<file path="config.mk">
export PLATFORM = sky130hd
export DESIGN_NAME = board_controller
export DESIGN_NICKNAME = d
export VERILOG_FILES = /design/src/rtl/board_controller.sv
export SDC_FILE = /design/constraint.sdc
export NUM_CORES = 1
export LEC_CHECK = 0
export BUFFER_PORTS_ARGS = -buffer_cell sky130_fd_sc_hd__buf_4
export CAP_MARGIN = 30
export CORE_AREA = 2 2 65 67
export DETAILED_ROUTE_END_ITERATION = 10
export DIE_AREA = 0 0 67 69
export SETUP_SLACK_MARGIN = 0.15
export SYNTH_ARGS = -nofsm -noshare
export SYNTH_HDL_FRONTEND = slang
export SYNTH_SLANG_ARGS = --single-unit
</file>
<file path="constraint.sdc">
create_clock -name clk -period 4 [get_ports clk]
set_input_delay 0.2 -clock clk [delete_from_list [all_inputs] [get_ports clk]]
set_output_delay 0.2 -clock clk [all_outputs]
set_load 0.02 [all_outputs]
</file>
<file path="src/rtl/board_controller.sv">
// board_controller
//   Owns the 3x3 tic-tac-toe board. A rising edge on the place key writes the
//   current player's mark into the box selected by curBox, flips the turn and
//   bumps the move counter. Once the game is over the board is frozen until
//   reset.
//
// Ports
//   clk        system clock
//   reset      synchronous active-high reset
//   place      debounced place key (level), one move per rising edge
//   curBox     selected box, 0..8 valid, 9..15 means nothing selected
//   gameOver   level from the victory checker
//   out0..out8 box contents: 00 empty, 01 player 1, 10 player 2
//   turn       mark the next accepted move will write
//   moveCount  accepted moves, 0..9
//   placed     one-cycle pulse the cycle after a move is accepted
//   rejected   one-cycle pulse the cycle after a place edge is refused
//   active     1 while the game is in play
//
// State | Meaning
// ------+---------------------------------------------------------
// PLAY  | game running, place edges are accepted or refused
// DONE  | line of three or full board, edges ignored, board held
module board_controller #(
  parameter logic [1:0] FIRST_MARK = 2'b01
) (
  input  logic       clk,
  input  logic       reset,
  input  logic       place,
  input  logic [3:0] curBox,
  input  logic       gameOver,
  output logic [1:0] out0,
  output logic [1:0] out1,
  output logic [1:0] out2,
  output logic [1:0] out3,
  output logic [1:0] out4,
  output logic [1:0] out5,
  output logic [1:0] out6,
  output logic [1:0] out7,
  output logic [1:0] out8,
  output logic [1:0] turn,
  output logic [3:0] moveCount,
  output logic       placed,
  output logic       rejected,
  output logic       active
);

  typedef enum logic {PLAY = 1'b0, DONE = 1'b1} state_t;

  state_t     state_q, state_d;
  logic [1:0] board_q [9];
  logic [1:0] board_d [9];
  logic [1:0] turn_q, turn_d;
  logic [3:0] cnt_q, cnt_d;
  logic       place_q;
  logic       placed_q, placed_d;
  logic       rejected_q, rejected_d;
  logic       place_edge;
  logic       box_free;

  assign place_edge = place & ~place_q;

  // Out-of-range indices (9..15) never match, so they read as "not free".
  always_comb begin
    box_free = 1'b0;
    for (int i = 0; i < 9; i++) begin
      if (curBox == 4'(i) && board_q[i] == 2'b00) box_free = 1'b1;
    end
  end

  always_comb begin
    state_d    = state_q;
    board_d    = board_q;
    turn_d     = turn_q;
    cnt_d      = cnt_q;
    placed_d   = 1'b0;
    rejected_d = 1'b0;
    unique case (state_q)
      PLAY: begin
        if (gameOver) begin
          // gameOver beats a simultaneous edge: refuse it and stop.
          state_d    = DONE;
          rejected_d = place_edge;
        end else if (place_edge) begin
          if (box_free) begin
            for (int i = 0; i < 9; i++) begin
              if (curBox == 4'(i)) board_d[i] = turn_q;
            end
            turn_d   = ~turn_q;
            cnt_d    = cnt_q + 4'd1;
            placed_d = 1'b1;
            if (cnt_q == 4'd8) state_d = DONE;
          end else begin
            rejected_d = 1'b1;
          end
        end
      end
      DONE: begin
      end
      default: state_d = PLAY;
    endcase
  end

  always_ff @(posedge clk) begin
    if (reset) begin
      state_q    <= PLAY;
      for (int i = 0; i < 9; i++) board_q[i] <= 2'b00;
      turn_q     <= FIRST_MARK;
      cnt_q      <= 4'd0;
      // Start high so a key held through reset release is not an edge.
      place_q    <= 1'b1;
      placed_q   <= 1'b0;
      rejected_q <= 1'b0;
    end else begin
      state_q    <= state_d;
      board_q    <= board_d;
      turn_q     <= turn_d;
      cnt_q      <= cnt_d;
      place_q    <= place;
      placed_q   <= placed_d;
      rejected_q <= rejected_d;
    end
  end

  assign out0      = board_q[0];
  assign out1      = board_q[1];
  assign out2      = board_q[2];
  assign out3      = board_q[3];
  assign out4      = board_q[4];
  assign out5      = board_q[5];
  assign out6      = board_q[6];
  assign out7      = board_q[7];
  assign out8      = board_q[8];
  assign turn      = turn_q;
  assign moveCount = cnt_q;
  assign placed    = placed_q;
  assign rejected  = rejected_q;
  assign active    = (state_q == PLAY);

endmodule

</file>
# Word-level counts from Yosys, hierarchy flattened
# Index checks and enable logic that the tools add are counted.
dict set report totals {
  register_bits 28
  latchBits 0
  ram_bits 0
  romBits 0
  input_bits 8
  memories 0
}
dict set report op_classes {
  addsub 1
  mul 0
  div 0
  magnitude_cmp 0
  n_eq_ne 9
  shifts 0
  mux 18
  bitwise_logic 6
  reduce_logical 31
}
# operator n
set ops {}
lappend ops {{AND reduction 5 bit} 9}
lappend ops {{zero test 2 bit} 9}
lappend ops {{2-to-1 mux 1 bit} 18}
lappend ops {{equality test 4 x 3 -> 1 bit (second input constant)} 4}
lappend ops {{logical AND 1 bit} 9}
lappend ops {{equality test 4 x 2 -> 1 bit (second input constant)} 2}
lappend ops {{equality test 4 bit (second input constant)} 2}
lappend ops {{adder 4 x 1 -> 4 bit (second input constant)} 1}
lappend ops {{equality test 4 x 1 -> 1 bit (second input constant)} 1}
lappend ops {{zero test 4 bit} 1}
lappend ops {{NOT 1 bit} 4}
lappend ops {{AND reduction 4 bit} 1}
lappend ops {{OR reduction 4 bit} 1}
lappend ops {{NOT 2 bit} 1}
lappend ops {{OR reduction 2 bit} 1}
lappend ops {{AND 1 bit} 1}

# Depth between registers and ports, before layout
dict set report depth {
  ltp_word 15
  ltp_mapped 6
}

# Least setup slack after synthesis
# Ideal clock, no wire load.
dict set report synth_timing {
  path_kind {reg-to-reg}
  startpoint {register board_q (netlist bit out0[1])}
  endpoint {register cnt_q[0], in the netlist moveCount[0]}
  t_arrival_ns 1.578
  t_required_ns 3.879
  setup_slack_ns 2.300
  path_stages_with_launch 6
  path_buffers 0
  path_cell_list {dfxtp_1 nor3_1 a31oi_1 o311a_2 a21oi_4 mux2_4}
}
dict set report synth_via {
  elab_chain_cells 12
}
# element line
set synth_lines {}
lappend synth_lines {{start: declaration} 51} ;# logic [1:0] board_q [9];
lappend synth_lines {{start signal: assignment} 116} ;# board_q <= board_d;
lappend synth_lines {{zero test 2 bit} 67} ;# if (curBox == 4'(i) && board_q[i] == 2'b00) box_free = 1'b1;
lappend synth_lines {{logical AND 1 bit} 67}
lappend synth_lines {{2-to-1 mux 1 bit (9 in a row)} 67}
lappend synth_lines {{AND reduction 4 bit (no line)} n/a}
lappend synth_lines {{end signal: assignment} 118} ;# cnt_q <= cnt_d;
lappend synth_lines {{end: declaration} 54} ;# logic [3:0] cnt_q, cnt_d;
# No other way between the ends.
# A chain may end at the register's enable or synchronous reset.

# Worst setup path in the final report
dict set report layout_timing {
  startpoint {register board_q (netlist bit out0[1])}
  endpoint {register turn_q[1], in the netlist turn[1]}
}
dict set report layout_via {
  elab_chain_cells 12
}
# element line
set layout_lines {}
lappend layout_lines {{zero test 2 bit} 67}
lappend layout_lines {{logical AND 1 bit} 67}
lappend layout_lines {{2-to-1 mux 1 bit (9 in a row)} 67}
lappend layout_lines {{AND reduction 4 bit (no line)} n/a}
lappend layout_lines {{end signal: assignment} 117} ;# turn_q <= turn_d;
lappend layout_lines {{end: declaration} 53} ;# logic [1:0] turn_q, turn_d;
# No other way between the ends.

==> impl_metrics.env <==
export IMPL_synth_cell_types=39
export IMPL_largest_reg_flops=4
export IMPL_layout_common_cells="34 x buf_4, 28 x dfxtp_1, 21 x inv_1"
export IMPL_grt_use_met3_pct=2.77
export IMPL_layout_drive_gt1_share_pct=30.1
export IMPL_synth_edf_count=0
export IMPL_grt_use_met1_pct=17.9
export IMPL_drt_total_wl_mm=2.97
export IMPL_maxCapViolations=0
export IMPL_finalSetupViolCount=0
export IMPL_finalCritPeriodShare_pct=44.3
export IMPL_clock_sinks=28
export IMPL_hold_viol=0
export IMPL_dieArea_mm2=0.00462
export IMPL_place_congestion=0.803
export IMPL_async_flop_share_pct=0
export IMPL_start_util_pct=33.9
export IMPL_finClkSkew_ps=2.31
export IMPL_grt_pass1_wl_mm=5.03
export IMPL_cts_resized=0
export IMPL_rsz0062_at_grt="no"
export IMPL_synth_seq_area_share_pct=42.3
export IMPL_first_iter_violations=47
export IMPL_status="complete, no violations"
export IMPL_port_buffer_count=34
export IMPL_clkSlewWorstSetupHoldPaths_ps=90
export IMPL_start_kind="flip-flop"
export IMPL_grt_max_degree=44
export IMPL_hold_path_class="in -> reg"
export IMPL_clock_latency_ps=270
export IMPL_path_class="reg -> reg"
export IMPL_hpwl_mm=2.16
export IMPL_p_leak_nw=0.617
export IMPL_grtUsageMet2_pct=21.7
export IMPL_drc_errors=0
export IMPL_yosysWarnings=0
export IMPL_fin_crit_ps=1770
export IMPL_vias=1162
export IMPL_tightest_slew_ps=496
export IMPL_crit_arrival_ps=1940
export IMPL_overflow=0
export IMPL_ys_seq_elements=28
export IMPL_final_common_cell="buf_4"
export IMPL_via_per_inst=5.14
export IMPL_syn_avg_cell_area_um2=9.14
export IMPL_syn_nets=155
export IMPL_holdWs_ps=118
export IMPL_top_usage_layer="met2"
export IMPL_cts_buffers=3
export IMPL_synthFlopType="dfxtp_1"
export IMPL_max_freq_ghz=0.564
export IMPL_total_power_mw=0.503
export IMPL_pre_cts_ws_ps=2230
export IMPL_grt_pass1_vias=1109
export IMPL_area_growth_pct=25.0
export IMPL_netlist_area_mm2=0.00133
export IMPL_post_cts_buffers=0
export IMPL_layoutNonFillerInstCount=226
export IMPL_grtUsageTotal_pct=13.4
export IMPL_antenna_left=0
export IMPL_vdd_drop_max_mv=0.118
export IMPL_hold_buffers=0
export IMPL_coreArea_mm2=0.00391
export IMPL_n_antenna_cell=0
export IMPL_final_nets=187
export IMPL_cp_end_kind="flip-flop"
export IMPL_die_w_um=67
export IMPL_h_tree_depth=1
export IMPL_cts_root_buf="clkbuf_8"
export IMPL_p_per_area_mw_per_mm2=304
export IMPL_ctsLongestPathBuffers=2
export IMPL_path_max_fanout=5
export IMPL_rows=23
export IMPL_ios=35
export IMPL_drv_slew=0
export IMPL_antenna_found_initial=0
export IMPL_cts_tree="built"
export IMPL_synthesis_instances=145
export IMPL_setup_ws_ps=2230
export IMPL_routedWlPerCell_um=13.2
export IMPL_dp_cells=222
export IMPL_required_ps=4170
export IMPL_drt_first_pass_iters=4
export IMPL_die_h_um=69
export IMPL_tns_ps=0
export IMPL_slew_headroom_pct=66.9
[path summary, 6_finish.rpt]
path                               from       end  slack, ps  cells past startpoint
worst max-delay path            out0[1]   turn[1]       2230                      5
worst min-delay path              place   place_q        120                      2
worst max register to register  out0[1]   turn[1]       2230                      5
worst min register to register  state_q  rejected        470                      1
[cell usage after synthesis (3+ instances only)]
cell type	instances	area, um^2
dfxtp_1	28	561
inv_1	21	78.8
o22ai_1	18	113
nor2_1	10	37.5
nor2b_1	7	43.8
a21oi_1	4	20.0
clkbuf_1	4	15.0
nand2_1	4	15.0
nand3b_1	3	22.5
nor3_1	3	15.0
[metrics by stage]
step	utilization [%]	area (um^2)
6_report	42.3	1660
5_1_grt	42.3	1660
4_1_cts	42.3	1660
3_5_place_dp	40.9	1600
3_3_place_gp	40.9	1600
2_1_floorplan	-	1330
[critical path, cell delays in order, from the launching register on]
cell and delay [ps]:
dfxtp_1 330, nor3_1 210, a31oi_1 100, o311a_2 450, a21oi_4 250, mux2_4 320
[kinds of logic (layout without fill, tap and decap cells)]
family          Yosys count  after routing  synth area share, %
compound gates           34             34                 19.9
simple gates             47             47                 21.3
buf+inv                  28             59                 9.06
mux                       6              6                 5.48
flops                    28             28                 42.3
fa+ha+maj                 2              2                 1.89
[routing by layer]
metal / vias up / wire, um
met5: - / 0
met4: 0 / 16
met3: 2 / 200
met2: 35 / 1440
met1: 550 / 1320
li1: 575 / -
[final cells by class]
| cell class | instances | area [um^2] |
|---|---|---|
| clock buffers | 4 | 55.1 |
| multi-input cells | 89 | 644 |
| fillers | 422 | 2260 |
| inverters | 21 | 78.8 |
| well taps | 50 | 62.6 |
| flip-flops and latches | 28 | 561 |
| repair buffers | 34 | 255 |
[power by group]
group	leakage, nW	switching, mW	total, mW	internal (mW)
clock network	0.0288	0.0853	0.173	0.0880
registers	0.226	0.00148	0.282	0.281
logic	0.362	0.0287	0.0473	0.0185
Power figures use the tool's default switching activity.
